<file path="config.mk">
export PLATFORM = sky130hd
export DESIGN_NAME = dot11_rx_cfg_ctrl_flat
export DESIGN_NICKNAME = d
export VERILOG_FILES = /design/src/rtl/dot11_rx_cfg_ctrl_pkg.sv /design/src/rtl/dot11_rx_cfg_ctrl_if.sv /design/src/rtl/dot11_rx_cfg_ctrl_cfg_gap_timer.sv /design/src/rtl/dot11_rx_cfg_ctrl.sv /design/src/flat_wrapper.sv
export SDC_FILE = /design/constraint.sdc
export NUM_CORES = 1
export LEC_CHECK = 0
export ABC_CLOCK_PERIOD_IN_PS = 2000
export BUFFER_PORTS_ARGS = -buffer_cell sky130_fd_sc_hd__buf_2
export CAP_MARGIN = 5
export CORE_MARGIN = 2
export CORE_UTILIZATION = 35
export DETAILED_ROUTE_END_ITERATION = 8
export GPL_TIMING_DRIVEN = 0
export PLACE_DENSITY_LB_ADDON = 0.05
export RECOVER_POWER = 50
export SLEW_MARGIN = 5
export SYNTH_ARGS = -nofsm -noshare
export SYNTH_HDL_FRONTEND = slang
export SYNTH_SLANG_ARGS = --single-unit
</file>
<file path="constraint.sdc">
create_clock -name clock -period 2 [get_ports clock]
set_input_delay 0.4 -clock clock [delete_from_list [all_inputs] [get_ports clock]]
set_output_delay 0.4 -clock clock [all_outputs]
set_load 0.05 [all_outputs]
</file>
<file path="src/rtl/dot11_rx_cfg_ctrl_pkg.sv">
// Shared definitions for the dot11 receive configuration controller:
// controller state encodings, dot11 datapath state codes, setting-bus
// register addresses and table-entry helpers.
package dot11_rx_cfg_ctrl_pkg;

  // Existing dot11 receive datapath state codes (observed on debug taps).
  localparam logic [3:0] DOT11_ST_IDLE    = 4'd0;
  localparam logic [3:0] DOT11_ST_SEARCH  = 4'd1;
  localparam logic [3:0] DOT11_ST_SYNC    = 4'd2;
  localparam logic [3:0] DOT11_ST_PAYLOAD = 4'd3;

  // Configuration controller states.
  typedef enum logic [3:0] {
    S_IDLE     = 4'd0,
    S_HOLD_RST = 4'd1,
    S_FETCH    = 4'd2,
    S_ISSUE    = 4'd3,
    S_GAP      = 4'd4,
    S_RUN      = 4'd5
  } cfg_state_e;

  // Setting-bus register addresses of the dot11 receive datapath.
  localparam logic [7:0] SR_SKIP_SAMPLE  = 8'h05;
  localparam logic [7:0] SR_PKT_THRESH   = 8'h06;
  localparam logic [7:0] SR_CFO_TRACK    = 8'h07;
  localparam logic [7:0] SR_FREQ_OFFSET  = 8'h08;
  localparam logic [7:0] SR_POWER_THRESH = 8'h09;

  // Table address that terminates the bring-up table early.
  localparam logic [7:0] END_ADDR_DEFAULT = 8'hFF;

  localparam int unsigned EntryW = 40;

  function automatic logic [7:0] entry_addr(logic [EntryW-1:0] entry);
    return entry[39:32];
  endfunction

  function automatic logic [31:0] entry_data(logic [EntryW-1:0] entry);
    return entry[31:0];
  endfunction

endpackage

</file>
<file path="src/rtl/dot11_rx_cfg_ctrl_if.sv">
// Host write request channel plus the setting bus towards dot11.
// The controller side is the master: it drives the setting bus and host_ack.
interface dot11_rx_cfg_ctrl_if;

  logic        host_req;
  logic [7:0]  host_addr;
  logic [31:0] host_data;
  logic        host_ack;

  logic        set_stb;
  logic [7:0]  set_addr;
  logic [31:0] set_data;

  modport master (
    input  host_req,
    input  host_addr,
    input  host_data,
    output host_ack,
    output set_stb,
    output set_addr,
    output set_data
  );

  modport slave (
    output host_req,
    output host_addr,
    output host_data,
    input  host_ack,
    input  set_stb,
    input  set_addr,
    input  set_data
  );

endinterface

</file>
<file path="src/rtl/dot11_rx_cfg_ctrl_cfg_gap_timer.sv">
// Idle-gap timer enforced after every setting-bus strobe. Loading a value of
// N keeps the timer active for N cycles; expire flags the last of them.
module dot11_rx_cfg_ctrl_cfg_gap_timer (
  input  logic       clock,
  input  logic       reset,
  input  logic       load,
  input  logic [3:0] load_val,
  output logic       active,
  output logic       expire
);

  logic [3:0] gap_cnt_q;

  // Down-counter; load has priority over counting.
  always_ff @(posedge clock or negedge reset) begin
    if (!reset) begin
      gap_cnt_q <= 4'd0;
    end else if (load) begin
      gap_cnt_q <= load_val;
    end else if (gap_cnt_q != 4'd0) begin
      gap_cnt_q <= gap_cnt_q - 4'd1;
    end
  end

  assign active = (gap_cnt_q != 4'd0);
  assign expire = (gap_cnt_q == 4'd1);

endmodule

</file>
<file path="src/rtl/dot11_rx_cfg_ctrl.sv">
// Bring-up and configuration sequencer for the dot11 receive datapath.
// Holds dot11 in reset, replays the settings table over the setting bus,
// releases reset/asserts enable, then forwards host register writes.
module dot11_rx_cfg_ctrl
  import dot11_rx_cfg_ctrl_pkg::*;
#(
  parameter int unsigned NUM_ENTRIES = 8,
  parameter int unsigned RST_CYCLES  = 4,
  parameter int unsigned GAP         = 2,
  parameter logic [7:0]  END_ADDR    = END_ADDR_DEFAULT
) (
  input  logic                 clock,
  input  logic                 reset,
  input  logic                 start,
  output logic [7:0]           tbl_idx,
  input  logic [EntryW-1:0]    tbl_entry,
  dot11_rx_cfg_ctrl_if.master  bus,
  output logic                 dot11_reset,
  output logic                 dot11_enable,
  output logic                 busy,
  output logic                 done
);

  localparam logic [7:0]  LastIdx = 8'(NUM_ENTRIES - 1);
  localparam logic [15:0] RstLast = 16'(RST_CYCLES - 1);
  localparam logic [3:0]  GapVal  = 4'(GAP);
  localparam bit          HasGap  = (GAP != 0);

  cfg_state_e  state_q;
  cfg_state_e  ret_q;
  logic [15:0] rst_cnt_q;
  logic [7:0]  tbl_idx_q;
  logic        set_stb_q;
  logic [7:0]  set_addr_q;
  logic [31:0] set_data_q;
  logic        host_ack_q;
  logic        dot11_reset_q;
  logic        dot11_enable_q;
  logic        busy_q;
  logic        done_q;

  logic entry_end;
  logic is_last;
  logic issue_go;
  logic host_go;
  logic gap_load;
  logic gap_active;
  logic gap_expire;

  // Decode of the current table entry and the host arbitration decision.
  always_comb begin
    entry_end = (entry_addr(tbl_entry) == END_ADDR);
    is_last   = (tbl_idx_q == LastIdx);
    issue_go  = (state_q == S_ISSUE) && !entry_end;
    // A restart request takes priority over a coincident host write.
    host_go   = (state_q == S_RUN) && !start && bus.host_req && !gap_active;
    gap_load  = HasGap && (issue_go || host_go);
  end

  dot11_rx_cfg_ctrl_cfg_gap_timer u_gap_timer (
    .clock    (clock),
    .reset    (reset),
    .load     (gap_load),
    .load_val (GapVal),
    .active   (gap_active),
    .expire   (gap_expire)
  );

  // Sequencer FSM; every output is a register updated alongside the state.
  always_ff @(posedge clock or negedge reset) begin
    if (!reset) begin
      state_q        <= S_IDLE;
      ret_q          <= S_IDLE;
      rst_cnt_q      <= 16'd0;
      tbl_idx_q      <= 8'd0;
      set_stb_q      <= 1'b0;
      set_addr_q     <= 8'd0;
      set_data_q     <= 32'd0;
      host_ack_q     <= 1'b0;
      dot11_reset_q  <= 1'b1;
      dot11_enable_q <= 1'b0;
      busy_q         <= 1'b0;
      done_q         <= 1'b0;
    end else begin
      set_stb_q  <= 1'b0;
      host_ack_q <= 1'b0;
      done_q     <= 1'b0;
      unique case (state_q)
        S_IDLE: begin
          if (start) begin
            state_q   <= S_HOLD_RST;
            rst_cnt_q <= 16'd0;
            tbl_idx_q <= 8'd0;
            busy_q    <= 1'b1;
          end
        end
        S_HOLD_RST: begin
          if (rst_cnt_q == RstLast) begin
            state_q <= S_FETCH;
          end else begin
            rst_cnt_q <= rst_cnt_q + 16'd1;
          end
        end
        // tbl_idx is stable here, so the ROM output is valid next cycle.
        S_FETCH: begin
          state_q <= S_ISSUE;
        end
        S_ISSUE: begin
          if (entry_end) begin
            state_q        <= S_RUN;
            dot11_reset_q  <= 1'b0;
            dot11_enable_q <= 1'b1;
            done_q         <= 1'b1;
            busy_q         <= 1'b0;
          end else begin
            set_stb_q  <= 1'b1;
            set_addr_q <= entry_addr(tbl_entry);
            set_data_q <= entry_data(tbl_entry);
            // The index saturates on the last entry; there is no wrap.
            if (!is_last) begin
              tbl_idx_q <= tbl_idx_q + 8'd1;
            end
            ret_q <= is_last ? S_RUN : S_FETCH;
            if (HasGap) begin
              state_q <= S_GAP;
            end else if (is_last) begin
              state_q        <= S_RUN;
              dot11_reset_q  <= 1'b0;
              dot11_enable_q <= 1'b1;
              done_q         <= 1'b1;
              busy_q         <= 1'b0;
            end else begin
              state_q <= S_FETCH;
            end
          end
        end
        S_GAP: begin
          if (gap_expire) begin
            if (ret_q == S_RUN) begin
              state_q <= S_RUN;
              busy_q  <= 1'b0;
              // Only the first arrival in S_RUN completes bring-up.
              if (!dot11_enable_q) begin
                dot11_reset_q  <= 1'b0;
                dot11_enable_q <= 1'b1;
                done_q         <= 1'b1;
              end
            end else begin
              state_q <= ret_q;
            end
          end
        end
        S_RUN: begin
          if (start) begin
            state_q        <= S_HOLD_RST;
            rst_cnt_q      <= 16'd0;
            tbl_idx_q      <= 8'd0;
            dot11_reset_q  <= 1'b1;
            dot11_enable_q <= 1'b0;
            busy_q         <= 1'b1;
          end else if (host_go) begin
            set_stb_q  <= 1'b1;
            host_ack_q <= 1'b1;
            set_addr_q <= bus.host_addr;
            set_data_q <= bus.host_data;
            if (HasGap) begin
              state_q <= S_GAP;
              ret_q   <= S_RUN;
              busy_q  <= 1'b1;
            end
          end
        end
        default: begin
          state_q <= S_IDLE;
        end
      endcase
    end
  end

  assign tbl_idx      = tbl_idx_q;
  assign bus.set_stb  = set_stb_q;
  assign bus.set_addr = set_addr_q;
  assign bus.set_data = set_data_q;
  assign bus.host_ack = host_ack_q;
  assign dot11_reset  = dot11_reset_q;
  assign dot11_enable = dot11_enable_q;
  assign busy         = busy_q;
  assign done         = done_q;

endmodule

</file>
<file path="src/flat_wrapper.sv">
// flat-port wrapper written by rule: the top's interface ports become plain ports
module dot11_rx_cfg_ctrl_flat import dot11_rx_cfg_ctrl_pkg::*;
#(
  parameter int unsigned NUM_ENTRIES = 8,
  parameter int unsigned RST_CYCLES  = 4,
  parameter int unsigned GAP         = 2,
  parameter logic [7:0]  END_ADDR    = END_ADDR_DEFAULT
)
  (clock, reset, start, tbl_idx, tbl_entry, dot11_reset, dot11_enable, busy, done, bus_host_req, bus_host_addr, bus_host_data, bus_host_ack, bus_set_stb, bus_set_addr, bus_set_data);
  dot11_rx_cfg_ctrl_if bus_i ();
  input  logic clock;
  input  logic reset;
  input  logic start;
  output logic [7:0] tbl_idx;
  input  logic [EntryW-1:0] tbl_entry;
  output logic dot11_reset;
  output logic dot11_enable;
  output logic busy;
  output logic done;
  input wire logic [$bits(bus_i.host_req)-1:0] bus_host_req;
  input wire logic [$bits(bus_i.host_addr)-1:0] bus_host_addr;
  input wire logic [$bits(bus_i.host_data)-1:0] bus_host_data;
  output wire logic [$bits(bus_i.host_ack)-1:0] bus_host_ack;
  output wire logic [$bits(bus_i.set_stb)-1:0] bus_set_stb;
  output wire logic [$bits(bus_i.set_addr)-1:0] bus_set_addr;
  output wire logic [$bits(bus_i.set_data)-1:0] bus_set_data;
  assign bus_i.host_req = bus_host_req;
  assign bus_i.host_addr = bus_host_addr;
  assign bus_i.host_data = bus_host_data;
  assign bus_host_ack = bus_i.host_ack;
  assign bus_set_stb = bus_i.set_stb;
  assign bus_set_addr = bus_i.set_addr;
  assign bus_set_data = bus_i.set_data;
  dot11_rx_cfg_ctrl #(.NUM_ENTRIES(NUM_ENTRIES), .RST_CYCLES(RST_CYCLES), .GAP(GAP), .END_ADDR(END_ADDR)) u_core (.clock(clock), .reset(reset), .start(start), .tbl_idx(tbl_idx), .tbl_entry(tbl_entry), .bus(bus_i), .dot11_reset(dot11_reset), .dot11_enable(dot11_enable), .busy(busy), .done(done));
endmodule
</file>
==> metrics.md, run 1 <==
| Metric | Value |
|---|---|
| Outcome | finished, final reports clean |
| CTS tree | yes |
| GRT Util Overall | 18.00% |
| First-pass GRT wire length | 17,970 um |
| Crit path buffers/inverters | 1 |
| Top Ports | 138 |
| Reg2reg path depth | 5 |
| Iter 0 DRT Violations | 226 |
| Final Critical Period | 1.844 ns |
| Routed len/inst | 14.89 um |
| Max clock buf depth | 2 |
| Yosys warning count | 0 |
| Sw Share | 47.69% |
| Crit path launch type | flop |
| Clk pwr share | 19.2% |
| NetSw | 4.161 mW |
| # fillers | 1,134 |
| N_diodes | 0 |
| Final setup vio count | 0 |
| Num CTS Buffers | 9 |
| Post-Syn Instances | 423 |
| H-tree depth | 3 |
| Minimum hold slack | 0.2266 ns |
| Max-slew violation total from the final report | 0 |
| Int Pwr | 4.564 mW |
| Yosys cell types | 57 |
| Net count after synthesis | 512 |
| Final nets | 662 |
| Final Hold Vio Count | 0 |
| Layout area overhead | 29.45% |
| Area post-placement | 4970 um2 |
| Crit path cell chain | buf_2 > nor3b_4 > nand2_2 > or4_1 > nand3_1 |
| Port bufs | 137 |
| CTS Sinks | 79 |
| Initial DRT Pass Iterations | 4 |
| Clock Tree Root | clkbuf_16 |
| Worst Path Required | 2.28 ns |
| Max cap viols | 0 |
| Overall power | 8.725 mW |
| Die area | 12,550 um2 |
| Sequential group share of total power | 30.4% |
| Worst min path class | primary input to asynchronous set/reset pin |
| Syn_area_per_cell | 9.652 um2 |
| Most common cell after layout, fill and taps aside | buf_2 |
| Vias in the first global route | 3,522 |
| Reg clk slew, reported paths | 0.06 ns |
| Die Height | 112.0 um |
| CP Capture Type | flop |
| DR vias | 3,614 |
| Crit Path Class | flop to flop |
| # rows | 39 |
| Layout cells sized above 1 | 28.55% |
| Starting density of the core | 35.75% |
| Number of antenna violations at the first check in global routing | 0 |
| Critical Path Fanout Max | 10 |
| Combinational Power Share | 50.4% |
| DR DRC count | 0 |
| Maximum VDD drop | 0.0008794 V |
| Largest stage delay, worst path | 0.49 ns |
| Worst path slowest cell | or4_1 |
| Pwr Density | 1651 nW/um2 |
| Crit path DAT | 2.12 ns |
| Largest net degree at the start of global routing | 42 |
| Worst slew margin | 31.26% |
| Most frequent cells in the layout | buf_2 (120), nand2_1 (79), dfrtp_1 (78) |
| Max Fclk | 542.2 MHz |
| Period utilization | 92.22% |
| Core Footprint | 11,420 um2 |
| Total Wirelength | 10,740 um |
| Leakage | 2.735 nW |
| Sequential-to-total area share from yosys stat | 48.45% |
| WP depth | 5 |
| Post-Layout Inst Area | 5285 um2 |
| Placed wire-length estimate | 7985 um |
| RSZ-0062 raised after global routing | no |
| GPL Wtd Cong | 0.8298 |
| Least-Margin Pin Slew | 1.031 ns |
| Syn Std Cell Area | 4083 um2 |
| Worst skew pair latency | 0.34 ns |
| Overflow after GRT | 0 |
| #FFs+latches synth | 79 |
| Top cell family by delay on the critical path | simple AND/OR/NAND/NOR gates |
| Hold_buf cts | 0 |
| Vias per cell | 5.012 |
| Chip width | 112.0 um |
| Post-DRT Antenna Nets | 0 |
| Clk_skew | 0.003880 ns |
cell usage after synthesis, drive strengths merged:
library cell,n,area (um2)
a211oi,2,20.02
a21boi,1,7.510
a21oi,14,70.07
a22o,3,26.28
a22oi,1,12.51
a311oi,1,8.760
a31oi,1,6.260
a32o,1,10.01
a41oi,2,17.52
and2,3,21.28
and2b,2,17.52
and3,4,25.02
and3b,1,8.760
and4b,1,10.01
buf,16,95.09
clkbuf,6,22.52
dfrtp,78,1952
dfstp,1,26.28
ha,5,62.56
inv,6,22.52
mux2,1,11.26
mux2i,43,430.4
nand2,80,302.8
nand2b,6,37.54
nand3,4,20.02
nand3b,3,35.03
nand4,11,68.82
nand4bb,1,11.26
nor2,22,82.58
nor2b,2,12.51
nor3,6,40.04
nor3b,2,26.28
nor4,6,37.54
o211a,2,20.02
o211ai,1,7.510
o21ai,65,336.6
o21bai,1,7.510
o221ai,1,8.760
o22ai,1,6.260
o31ai,3,22.52
or3,3,28.78
or4,1,7.510
xnor2,6,52.55
xor2,3,26.28
what timing repair did:
| action | CTS | global route |
|---|---|---|
| resized for setup | 4 | 12 |
| endpoints found under the setup margin | 47 | 49 |
| hold endpoints to repair | 0 | 0 |
| pin swaps | 0 | 2 |
| buffers inserted | 0 | 1 |
worst register-to-register path, stage by stage (launching register included):
cell,delay [ns]
dfrtp_1,0.44
buf_2,0.22
nor3b_4,0.41
nand2_2,0.14
or4_1,0.49
nand3_1,0.09
cell families (layout without fill, tap and decap cells):
group / count (synthesis) / count (layout) / share of synthesized area, %
AO/OA/AOI/OAI: 100 / 100 / 14.40
AND/OR/NAND/NOR: 158 / 158 / 19.43
buffers and inverters: 28 / 183 / 3.432
flip-flops: 79 / 79 / 48.45
multiplexers: 44 / 44 / 10.82
adder cells (fa/ha/maj): 5 / 5 / 1.532
XOR/XNOR: 9 / 9 / 1.931
power by group through the flow:
stage / Clock [mW] / Combinational [mW] / Sequential, mW
after floorplan: 0 / 1.87 / 4.03
after global placement: 0 / 4.36 / 2.65
after detailed placement: 0 / 4.40 / 2.65
after CTS: 1.73 / 4.43 / 2.65
after global routing: 1.81 / 4.80 / 2.75
final: 1.68 / 4.40 / 2.65
per-layer routing:
metal / up-vias / track usage, % / part of all wire [%]
met5: - / 0 / 0
met4: 0 / 4.228 / 1.2
met3: 10 / 6.750 / 7.2
met2: 124 / 28.28 / 47
met1: 1678 / 23.80 / 45
li1: 1802 / - / -
sequential cells by signal, indices dropped and copies added (netlist names):
| register | count |
|---|---|
| u_core.bus.host_ack | 1 |
| u_core.dot11_enable | 1 |
| u_core.state_q | 3 |
| u_core.bus.set_data | 32 |
| u_core.rst_cnt_q | 16 |
| u_core.busy | 1 |
| u_core.u_gap_timer.gap_cnt_q | 4 |
| u_core.tbl_idx | 8 |
| u_core.done | 1 |
| u_core.bus.set_stb | 1 |
| u_core.dot11_reset | 1 |
| u_core.ret_q | 2 |
| u_core.bus.set_addr | 8 |
metrics by stage:
stage	std cells	utilization, %	setup slack (ns)	TNS (ns)
after floorplan	423	-	0.1623	0
after global placement	703	43.33	-0.1874	-16.15
after detailed placement	704	43.52	-0.1778	-4.986
after CTS	720	46.34	0.005675	0
after global routing	721	46.29	0.004838	0
final	721	46.29	0.1556	0
final timing paths:
check                                       start                endpoint  slack, ns
min                                         reset    u_core.rst_cnt_q[13]       0.23
min reg2reg                u_core.bus.set_addr[2]  u_core.bus.set_addr[2]       0.47
min in group clock               bus_host_data[5]  u_core.bus.set_data[5]       0.33
max reg2reg                     u_core.state_q[2]     u_core.rst_cnt_q[8]       0.16
max                             u_core.state_q[2]     u_core.rst_cnt_q[8]       0.16
max in group asynchronous                   reset      u_core.dot11_reset       0.57
layout make-up:
cell class / count / area [um2] / share of cell area (%)
repair buffers: 139 / 670.6 / 12.69
clock inverters: 4 / 45.04 / 0.8523
inverters: 6 / 22.52 / 0.4261
flip-flops and latches: 79 / 1978 / 37.43
clock buffers: 12 / 256.5 / 4.853
multi-input cells: 316 / 1999 / 37.83
plain buffers: 22 / 133.9 / 2.533
well taps: 143 / 178.9 / 3.385
Note: power is estimated with default switching activity, not from simulation.
==> run 2: changes to the inputs <==
- SYNTH_HIERARCHICAL: unset -> 1
==> run 2 against run 1 <==
Design area increased by 3.1%. Clock skew increased by 0.0012 ns. Global-route usage decreased by 0.76 points. First-iteration DRC count decreased by 19%. Hold slack got worse by 0.056 ns. Combinational power increased by 14%. Cell count increased by 0.69%.
==> metrics.md, run 2 <==
| Metric | Value |
|---|---|
| Outcome | finished, final reports clean |
| Yosys warning count | 6 (+6) |
| Max cap viols | 0 (unchanged) |
| Yosys cell types | 53 (-7.0%) |
| Placed wire-length estimate | 7650 um (-4.2%) |
| Synth top area cells | dfrtp_1 (49%), mux2i_1 (11%), a21oi_1 (6.4%) |
| Post-DRT Antenna Nets | 0 (unchanged) |
| Critical Path Fanout Max | 7 (-3) |
| Maximum VDD drop | 0.0007528 V (-14%) |
| Layout Cells excl Fill | 726 (+0.69%) |
| Crit path buffers/inverters | 0 (-1) |
| Placed Instances | 686 (-2.6%) |
| Worst skew pair latency | 0.33 ns (about the same) |
| Ys async rst share | 100.0% (unchanged) |
| RSZ-0062 raised after global routing | yes |
| CTS tree | yes |
| Critical Path Source | u_core/state_q[2] |
| Top Ports | 138 (unchanged) |
| N_diodes | 0 (unchanged) |
| Post-synthesis xor/xnor area fraction | 2.209% (+0.28 points) |
| Syn_area_per_cell | 9.766 um2 (+1.2%) |
| Port bufs | 137 (unchanged) |
| Pre-CTS WS | -0.6090 ns (-0.4312 ns) |
| Sequential-to-total area share from yosys stat | 49.89% (+1.4 points) |
| Num CTS Buffers | 9 (unchanged) |
| Final nets | 670 (+1.2%) |
| Most used flip-flop cell after synthesis | dfrtp_1 |
| Clock Tree Root | clkbuf_16 |
| Layout cells sized above 1 | 34.64% (+6.1 points) |
| Reg2Reg Launch Point | u_core/state_q[2] |
| Final Critical Period | 1.996 ns (+0.1512 ns) |
| DR vias | 3,651 (+1.0%) |
| Starting density of the core | 36.26% (+0.50 points) |
| Synth top cells by count | dfrtp_1 (78), nor2_1 (56), a21oi_1 (51) |
| Vias per cell | 5.029 (+0.33%) |
| Max clock buf depth | 2 (unchanged) |
| Initial DRT Pass Iterations | 4 (unchanged) |
| Max-slew violation total from the final report | 0 (unchanged) |
| Post-Syn Instances | 406 (-4.0%) |
| Largest stage delay, worst path | 0.52 ns (+0.03 ns) |
| Worst slew margin | 41.72% (+10 points) |
| CP Capture Type | flop |
| Final setup vio count | 0 (unchanged) |
| Iter 0 DRT Violations | 182 (-19%) |
| Largest register FFs | 32 (unchanged) |
| Pwr Density | 1679 nW/um2 (+1.7%) |
| Vias in the first global route | 3,528 (+0.17%) |
| Most common cell in the synthesized netlist | dfrtp_1 |
| Post-synth top area cell | dfrtp_1 |
| Largest family of logic cells by synthesized area | simple AND/OR/NAND/NOR gates |
| Crit Path Class | flop to flop |
| Syn Std Cell Area | 3965 um2 (-2.9%) |
| Layout area overhead | 37.39% |
| Adder-cell share of the synthesized area | 1.578% (+0.045 points) |
| Largest net degree at the start of global routing | 47 (+12%) |
| Final TNS setup | 0 ns (unchanged) |
| Util after Layout | 49.82% (+3.5 points) |
| Hold_buf cts | 0 (unchanged) |
| DR DRC count | 0 (unchanged) |
| Worst Path Required | 2.26 ns (-0.02 ns) |
| Period utilization | 99.78% (+7.6 points) |
| GRT Util Overall | 17.24% (-0.76 points) |
| Post-synth EDFFs | 0 (unchanged) |
| Total Wirelength | 10,640 um (-0.93%) |
| # fillers | 1,087 (-4.1%) |
| Chip width | 110.4 um (-1.4%) |
| Top cell family by delay on the critical path | simple AND/OR/NAND/NOR gates |
| Leakage | 2.746 nW (+0.41%) |
| Clk_skew | 0.005076 ns (+0.001196 ns) |
| #FFs+latches synth | 79 (unchanged) |
| Overflow after GRT | 0 (unchanged) |
| Worst min path class | primary input to asynchronous set/reset pin |
| Post-synth top area share | 49.23% (+1.4 points) |
| Most common cell after layout, fill and taps aside | buf_2 |
| Number of antenna violations at the first check in global routing | 0 (unchanged) |
| Most frequent cells in the layout | buf_2 (124), dfrtp_1 (74), nor2_1 (55) |
| Core Footprint | 10,940 um2 (-4.2%) |
| Crit path cell chain | or2_4 > a211o_4 > a21o_4 > or4_4 > a21oi_2 |
| Synth Area in Simple Gates | 17.45% (-2.0 points) |
| Final Hold Vio Count | 0 (unchanged) |
| H-tree depth | 3 (unchanged) |
| Routed len/inst | 14.65 um (-1.6%) |
| Mux contribution to synthesized area | 11.64% (+0.83 points) |
| Least-Margin Pin Slew | 0.8741 ns (-0.1569 ns) |
| Die Height | 110.4 um (-1.4%) |
| Final worst slack | 0.004353 ns (-0.1512 ns) |
| Max Fclk | 501.1 MHz (-7.6%) |
| GPL Wtd Cong | 0.7430 (-10%) |
| Crit path DAT | 2.26 ns (+0.14 ns) |
| Synth Area in Compound Gates | 13.70% (-0.71 points) |
| First-pass GRT wire length | 17,270 um (-3.9%) |
| Worst path slowest cell | or4_4 |
| Reg clk slew, reported paths | 0.06 ns (about the same) |
| Die area | 12,200 um2 (-2.8%) |
| Crit path launch type | flop |
| # rows | 38 (-2.6%) |
| CTS Sinks | 79 (unchanged) |
## run 2: per-layer routing
layer  track usage, %  up-vias  wire length (um)  part of all wire, %
li1                 -     1787                 -                    -
met1            22.79     1753              4768                   45
met2            27.93      102              5067                   48
met3            3.842        9               689                  6.5
met4            6.000        0               110                  1.0
met5                0        -                 0                    0
## run 2: worst reg2reg max path, cell delays in order (launching register included)
cell and delay [ns]:
dfrtp_2 0.43, or2_4 0.28, a211o_4 0.34, a21o_4 0.23, or4_4 0.52, a21oi_2 0.12
## run 2: stage by stage
step                instance area [um2]  power [mW]  hold slack, ns
floorplan                          3976       6.025          0.1044
global placement                   4837       7.120          0.4961
detailed placement                 4867       7.202          0.4013
CTS                                5324       9.027         0.04477
global route                       5448       9.749          0.2520
finish                             5448       9.144          0.1706
## run 2: path summary, 6_finish.rpt
kind,to,slack [ns],cells past startpoint
max,u_core/tbl_idx[7],0.004,5
min reg2reg,u_core/rst_cnt_q[0],0.52,1
max reg2reg,u_core/tbl_idx[7],0.004,5
max in group asynchronous,u_core/tbl_idx[0],0.56,2
min,u_core/rst_cnt_q[13],0.17,1
min in group clock,u_core/bus.set_data[16],0.36,3
## run 2: layout make-up
| type | count | area, um2 | area share (%) |
|---|---|---|---|
| Tap cell | 140 | 175.2 | 3.215 |
| Sequential cell | 79 | 1983 | 36.40 |
| Inverter | 10 | 37.54 | 0.6890 |
| Clock buffer | 15 | 257.7 | 4.731 |
| Buffer | 21 | 172.7 | 3.170 |
| Clock inverter | 1 | 5.005 | 0.09187 |
| Multi-Input combinational cell | 297 | 1953 | 35.85 |
| Timing Repair Buffer | 163 | 863.3 | 15.85 |
## run 2: power by group
group | leakage, nW | switching, mW | total (mW) | internal, mW
Sequential | 0.948 | 0.413 | 2.64 | 2.22
Clock | 0.128 | 0.609 | 1.48 | 0.875
Combinational | 1.67 | 3.35 | 5.02 | 1.67
Total | 2.75 | 4.38 | 9.14 | 4.77
## run 2: kinds of logic (layout without fill, tap and decap cells)
group | count (synthesis) | in the layout
and+or+nand+nor | 142 | 142
buffers and inverters | 32 | 210
muxes | 46 | 46
other | 2 | 4
AOI/OAI and AO/OA | 90 | 90
adders and majority gates | 5 | 5
DFF | 79 | 79
xor gates and xnor gates | 10 | 10
## run 2: what timing repair did
action / in CTS / in global routing
cloned: 1 / 0
buffers inserted: 13 / 11
gates resized for setup: 37 / 27
pin swaps: 5 / 10
setup endpoints to repair: 65 / 58
